===== src/rtl/jtpang_pcm_rom.sv =====
`default_nettype none
// ============================================================================
// Module   : jtpang_pcm_rom
// Purpose  : Byte-wide PCM sample ROM front-end over a 16-bit SDRAM port.
//            Two direct-mapped word entries; demand fetch on miss and an
//            optional prefetch of the next sequential word.
// Revision : 1.0 - initial release
// ============================================================================
module jtpang_pcm_rom #(
  parameter int AW       = 18,
  parameter bit PREFETCH = 1'b1
) (
  input  logic          clk,
  input  logic          rst,
  input  logic [AW-1:0] rom_addr,
  output logic [7:0]    rom_data,
  output logic          rom_ok,
  output logic [AW-2:0] sdram_addr,
  output logic          sdram_req,
  input  logic          sdram_ack,
  input  logic          sdram_valid,
  input  logic [15:0]   sdram_data
);

  typedef enum logic [1:0] {
    ST_IDLE = 2'd0,
    ST_REQ  = 2'd1,
    ST_WAIT = 2'd2
  } state_t;

  state_t        state_q, state_d;
  logic [1:0]    valid_q, valid_d;
  logic          demand_q, demand_d;
  logic          req_q, req_d;
  logic [AW-2:0] sdram_addr_q, sdram_addr_d;
  logic [AW-2:0] tag_q  [2];
  logic [15:0]   word_q [2];

  logic [AW-2:0] cur_word;
  logic [AW-2:0] nxt_word;
  logic          sel;
  logic          hit;
  logic          nxt_held;
  logic          fill_en;

  assign cur_word = rom_addr[AW-1:1];
  assign nxt_word = cur_word + (AW-1)'(1);  // wraps naturally at the top word
  assign sel      = rom_addr[1];

  // Lookup of the current address and of its sequential successor
  always_comb begin
    hit      = valid_q[sel] && (tag_q[sel] == cur_word);
    nxt_held = valid_q[nxt_word[0]] && (tag_q[nxt_word[0]] == nxt_word);
    rom_ok   = hit;
    rom_data = rom_addr[0] ? word_q[sel][15:8] : word_q[sel][7:0];
  end

  // Fetch controller next-state: demand misses win over prefetch
  always_comb begin
    state_d      = state_q;
    valid_d      = valid_q;
    demand_d     = demand_q;
    sdram_addr_d = sdram_addr_q;
    fill_en      = 1'b0;
    case (state_q)
      ST_IDLE: begin
        if (!hit) begin
          state_d      = ST_REQ;
          sdram_addr_d = cur_word;
          demand_d     = 1'b1;
          valid_d[sel] = 1'b0;
        end else if (PREFETCH && !nxt_held) begin
          state_d              = ST_REQ;
          sdram_addr_d         = nxt_word;
          demand_d             = 1'b0;
          valid_d[nxt_word[0]] = 1'b0;
        end
      end
      ST_REQ: begin
        if (sdram_ack) begin
          if (sdram_valid) begin
            fill_en = 1'b1;
            state_d = ST_IDLE;
          end else begin
            state_d = ST_WAIT;
          end
        end
      end
      ST_WAIT: begin
        if (sdram_valid) begin
          fill_en = 1'b1;
          state_d = ST_IDLE;
        end
      end
      default: state_d = ST_IDLE;
    endcase
    if (fill_en) begin
      valid_d[sdram_addr_q[0]] = 1'b1;
      demand_d                 = 1'b0;
    end
    req_d = (state_d == ST_REQ);
  end

  // Controller state and valid bits, cleared by reset
  always_ff @(posedge clk) begin
    if (rst) begin
      state_q      <= ST_IDLE;
      valid_q      <= 2'b00;
      demand_q     <= 1'b0;
      req_q        <= 1'b0;
      sdram_addr_q <= '0;
    end else begin
      state_q      <= state_d;
      valid_q      <= valid_d;
      demand_q     <= demand_d;
      req_q        <= req_d;
      sdram_addr_q <= sdram_addr_d;
    end
  end

  // Entry payload; contents are meaningless while the valid bit is low
  always_ff @(posedge clk) begin
    if (fill_en && !rst) begin
      tag_q[sdram_addr_q[0]]  <= sdram_addr_q;
      word_q[sdram_addr_q[0]] <= sdram_data;
    end
  end

  assign sdram_req  = req_q;
  assign sdram_addr = sdram_addr_q;

endmodule
`default_nettype wire


===== config.mk =====
export PLATFORM = sky130hd
export DESIGN_NAME = jtpang_pcm_rom
export DESIGN_NICKNAME = d
export VERILOG_FILES = /design/src/rtl/jtpang_pcm_rom.sv
export SDC_FILE = /design/constraint.sdc
export NUM_CORES = 1
export LEC_CHECK = 0
export ABC_AREA = 1
export CORE_MARGIN = 5
export CORE_UTILIZATION = 51
export CTS_CLUSTER_SIZE = 30
export DETAILED_ROUTE_END_ITERATION = 8
export GPL_TIMING_DRIVEN = 0
export PLACE_DENSITY = 0.77
export SETUP_SLACK_MARGIN = 0.15
export SYNTH_ARGS = -nofsm -noshare
export SYNTH_HDL_FRONTEND = slang
export SYNTH_SLANG_ARGS = --single-unit

===== constraint.sdc =====
create_clock -name clk -period 4.32 [get_ports clk]
set_clock_uncertainty 0.1 [all_clocks]
set_input_delay 1.296 -clock clk [delete_from_list [all_inputs] [get_ports clk]]
set_output_delay 1.296 -clock clk [all_outputs]
set_load 0.02 [all_outputs]

== Word level (Yosys, flattened, before mapping) ==
Memories as Yosys holds them, arrays and structs flattened.
Cells that the tools add are included.

* Bits in registers: 22
* Bits in latches: 0
* Bits in writable memories: 66
* Memory bits (read-only): 0
* Input port bits: 38
* Output and inout port bits: 27
* Logic and storage cells: 61
* Memories: 2

* Add/subtract/negate cells: 1
* Multipliers: 0
* Divide/modulo/power cells: 0
* Order comparisons: 6
* Equality and inequality tests: 6
* Shift-type cells: 0
* Muxes and demuxes: 28
* Bitwise logic cells: 5
* Reduce and logical (&&, ||, !) cells: 9

{| class="wikitable"
|+ Memory list
! name !! depth !! width !! read ports !! clocked after memory_dff !! wr ports !! line !! source
|-
| tag_q || 2 || 17 || 2 || 0 || 1 || 36 || <nowiki>logic [AW-2:0] tag_q [2];</nowiki>
|-
| word_q || 2 || 16 || 1 || 0 || 1 || 37 || <nowiki>logic [15:0] word_q [2];</nowiki>
|}

{| class="wikitable"
|+ Operators by type and width
! operator !! count
|-
| 17-bit equality test || 2
|-
| 17-bit two-way mux || 2
|-
| 2-bit two-way mux || 9
|-
| 17-bit by 1-bit adder with 17-bit output (second input constant) || 1
|-
| 1-bit two-way mux || 11
|-
| 8-bit two-way mux || 1
|-
| 1-bit logical AND || 6
|-
| 1-bit by 2-bit < comparator with 1-bit output (second input constant) || 3
|-
| 2-bit one-hot mux with 3 select lines || 1
|-
| 2-bit AND || 2
|-
| 2-bit by 1-bit equality test with 1-bit output (second input constant) || 2
|-
| 2-bit inverter || 2
|-
| 1-bit demux with 1-bit select || 3
|-
| 1-bit greater-or-equal comparator (second input constant) || 3
|-
| 2-bit equality test (second input constant) || 1
|-
| 2-bit zero test || 1
|-
| 2-bit inequality test (second input constant) || 1
|-
| 2-bit OR || 1
|-
| 1-bit one-hot mux with 2 select lines || 1
|-
| 2-bit AND reduction || 1
|-
| 1-bit zero test || 1
|}

== Longest topological paths before layout ==
Gate-level depths: netlist (run 1).

* Depth after elaboration: 12
* Mapped depth: 19
* Gate-level depth less buffers: 17

== Worst setup path before layout (run 1) ==
OpenSTA, ideal clock, no wires.

* Path type: input to register
* From: input port sdram_ack
* To: memory tag_q[0][0] (netlist bit), enable pin
* Setup time: 0.467 ns
* Arrival time: 3.839 ns
* Data required time: 3.753 ns
* Setup slack: -0.085 ns
* Stages: 4
* Path buffers: 0
* Cell sequence: nand2_1 a21oi_1 inv_1 nor3_1

* Word-level cells in the longest chain between the ends: 5

{| class="wikitable"
|+ RTL lines
! item !! line !! source
|-
| from (decl) || 20 || <nowiki>input logic sdram_ack,</nowiki>
|-
| 1-bit two-way mux || 80 || <nowiki>if (sdram_ack) begin</nowiki>
|-
| 1-bit one-hot mux with 2 select lines || 65 || <nowiki>case (state_q)</nowiki>
|-
| 1-bit logical AND || 123 || <nowiki>if (fill_en && !rst) begin</nowiki>
|-
| 1-bit two-way mux || 123 ||
|-
| 1-bit two-way mux (implied by the code) || 124 || <nowiki>tag_q[sdram_addr_q[0]] <= sdram_addr_q;</nowiki>
|-
| to (decl) || 36 ||
|}

No other way between the ends.

== Worst setup path in the final report (run 1) ==
* From: input port rom_addr[1]
* To: output port rom_ok

* Word-level cells in the longest chain between the ends: 3
* Elaborated cells between the ends (all ways): 5

{| class="wikitable"
|+ RTL lines
! item !! line !! source
|-
| from (decl) || 15 || <nowiki>input logic [AW-1:0] rom_addr,</nowiki>
|-
| memory 2 x 17 bit or 1-bit two-way mux (tied branches) || n/a ||
|-
| 17-bit equality test or 1-bit two-way mux (tied branches) || 52 || <nowiki>hit = valid_q[sel] && (tag_q[sel] == cur_word);</nowiki>
|-
| 1-bit logical AND (*) || 52 ||
|-
| to (decl) || 17 || <nowiki>output logic rom_ok,</nowiki>
|}

Mark *: on every way between the ends. The rest lies on a longest branch, timed or not. The select of a mux whose other input is x is not followed.

==> results of run 1 <==
## critical path, cell delays in order
cell and delay (ps):
buf_6 100, buf_12 140, buf_8 130, or2_4 260
nand3b_4 90, nand2_2 60, nor2_2 130, nand2_1 80
nor2_2 130, nand3_2 130, inv_2 90, buf_6 110
## state kept, by name (all words and copies together), names as in the netlist
register    count
state_q         2
word_q         32
valid_q         2
sdram_addr     17
sdram_req       1
tag_q          34
## kinds of logic after synthesis
family	Yosys count
compound gates	92
xor+xnor	8
fa+ha+maj	5
buf+inv	98
flops	88
simple gates	432
## area by class of cell
cell class	count	share of cell area, %
clock buffer	9	1.80
tap	136	2.47
multi-input combinational	537	38.9
clock inverter	7	0.690
sequential	88	35.1
buffer	31	3.94
timing repair buffer	92	13.4
inverter	67	3.65
## synthesized netlist by cell type (all sizes together)
cell    count
inv        66
xnor3       1
xnor2       1
buf        24
and2        1
o21ai      53
nor3b       1
edfxtp     66
nand3b     25
o211ai      6
o21bai      1
nand3      38
nand2     239
ha          5
clkinv      1
xor2        6
a21oi      21
or2         4
nor2       94
o22ai      11
nand4      27
dfxtp      22
nor3        3
clkbuf      7
## worst paths after layout
path                                      from        endpoint  slack, ps  depth (start not counted)
worst min register to register  sdram_addr[12]    tag_q[0][12]        390                          0
worst max-delay path               rom_addr[1]          rom_ok        170                         12
worst min-delay path            sdram_addr[12]    tag_q[0][12]        390                          0
worst max register to register    tag_q[1][12]  sdram_addr[12]       1150                         22
## per-stage QoR
step / area [sq um] / util (%) / power, W / hold slack [ps]
finish: 6890 / 66.5 / 0.00188 / 392
detailed placement: 6330 / 61.1 / 0.00135 / 369
CTS: 6790 / 65.5 / 0.00187 / 394
global route: 6890 / 66.5 / 0.00196 / 406
floorplan: 5490 / - / 0.00120 / 356
global placement: 6250 / 60.2 / 0.00134 / 360
## timing repair
item,CTS,global route
hold buffers,0,0
buffers inserted,21,5
pin swaps,8,15
gates resized for setup,73,23
endpoints found under the setup margin,9,21
gates cloned,3,0
## where the power goes
group	switching (W)	total [W]	internal [W]	leakage, nW
clock network	0.000296	0.000504	0.000209	0.0854
registers	0.0000221	0.000959	0.000937	0.782
logic	0.000241	0.000413	0.000172	2.22
total	0.000559	0.00188	0.00132	3.09
## layer usage
layer	global-route usage, %	part of all wire (%)	vias to the layer above
li1	-	-	2605
met1	30.9	39	2461
met2	41.7	47	260
met3	6.47	9.6	52
met4	11.5	3.8	0
met5	0	0	-
==> flow_summary_export.csv, run 1 <==
group,metric,value,unit
clock_tree,h-tree-depth,3,
yosys,synth_top_area_share,36.3,%
worst_setup_path,critPathLaunchType,"primary input",
power_and_ir_drop,p_per_area,272,nW/um^2
layout,num-fill-cells,867,
timing,rsz0062_at_grt,"false",
yosys,synth-compound-area-share,9.00,%
die,ios,65,
yosys,synthAdderAreaFrac,1.14,%
layout,layout_commonest_cell,"nand2_1",
route,dr.pass1.iters,5,
place,portBuffers,59,
power_and_ir_drop,p_leak,3.09,nW
place,post-place-ws,-1300,ps
global_route,antenna_found_initial,0,
clock_tree,clk_pin_slew,80,ps
worst_setup_path,end_kind,"primary output",
yosys,synthDistinctLibCells,37,
die,initial_core_util,52.7,%
die,die_area,12900,sq um
global_route,grt_remaining_overflow,0,
yosys,synth_fp_nets,766,
layout,area_delta_synth_final,26.2,%
yosys,synth_mux_area_share,0,%
yosys,synth_top_area_cell,"edfxtp_1",
route,via_count,5378,
worst_setup_path,cp_data_required_time,2920,ps
timing,post-route-period-util,96.0,%
route,routedWlPerCell,16.9,um
place,gp_congestion,1.02,
global_route,grt_pass1_vias,5182,
die,die_h,114,um
timing,fin_setup_tns,0,ps
global_route,grt_pass1_wl,25400,um
global_route,grt_usage,25.2,%
clock_tree,cts_tree,"yes",
timing,setup_viol,0,
timing,hold_viol_final,0,
yosys,synth_xor_area_share,1.53,%
layout,final_cells,967,
route,drt_wl_total,16300,um
place,dp_hpwl,12100,um
yosys,synth_top_family_by_area,"simple AND/OR/NAND/NOR gates",
yosys,synth.yosys.seq_area_share,44.3,%
global_route,grt_max_degree,16,
yosys,yosysWarnings,0,
yosys,synth.area.top_cells,"edfxtp_1 36%, nand2_1 16%, dfxtp_1 8.1%",
clock_tree,clk_latency,360,ps
layout,ff_latch_area,2420,sq um
route,avgViaCountPerCell,5.56,
power_and_ir_drop,peakVddDrop,0.261,mV
die,die_w,114,um
hold_path,hp-class,"flop to flop",
layout,layout_common_cells,"235 x nand2_1, 75 x nor2_1, 66 x edfxtp_1",
timing,relSlewSlack,54.2,%
clock_tree,cts-root-buf,"clkbuf_8",
layout,nNetsFinal,869,
clock_tree,clock_sinks,88,
layout,diodes,0,
die,core,10400,sq um
yosys,synthCells,723,
timing,setup_ws,174,ps
timing,drv_slew,0,
yosys,synth_seq_cells,88,
die,fp-row-count,37,
worst_setup_path,path_class,"primary input to primary output",
layout,drive_above_1_share,15.5,%
yosys,synth.cell_area,5460,sq um
route,drtIter0Drc,495,
worst_setup_path,cp_max_fo,8,
outcome,run_status,"complete, no violations",
clock_tree,cts_buffers,9,
timing,worstMarginPinSlew,679,ps
yosys,synth-simple-area-share,35.5,%
layout,multiInputGateArea,2680,sq um
job,maxCapViolCount,0,
timing,fmax,0.241,GHz
clock_tree,clockBufferDepth,2,
timing,period_minus_slack,4150,ps
worst_setup_path,cp_data_arrival_time,2750,ps
route,drc_errors,0,
yosys,syn_area_per_cell,7.56,sq um
place,place_inst,922,
route,antenna_left,0,
Power figures use the tool's default switching activity.
==> inputs of run 2 (changes only) <==
--- a/config.mk
+++ b/config.mk
@@ -6,6 +6,7 @@
 export NUM_CORES = 1
 export LEC_CHECK = 0
 export ABC_AREA = 1
+export CAP_MARGIN = 10
 export CORE_MARGIN = 5
 export CORE_UTILIZATION = 51
 export CTS_CLUSTER_SIZE = 30
==> results of run 2 <==
Final layout, timing and power as in run 1 (identical DEF).
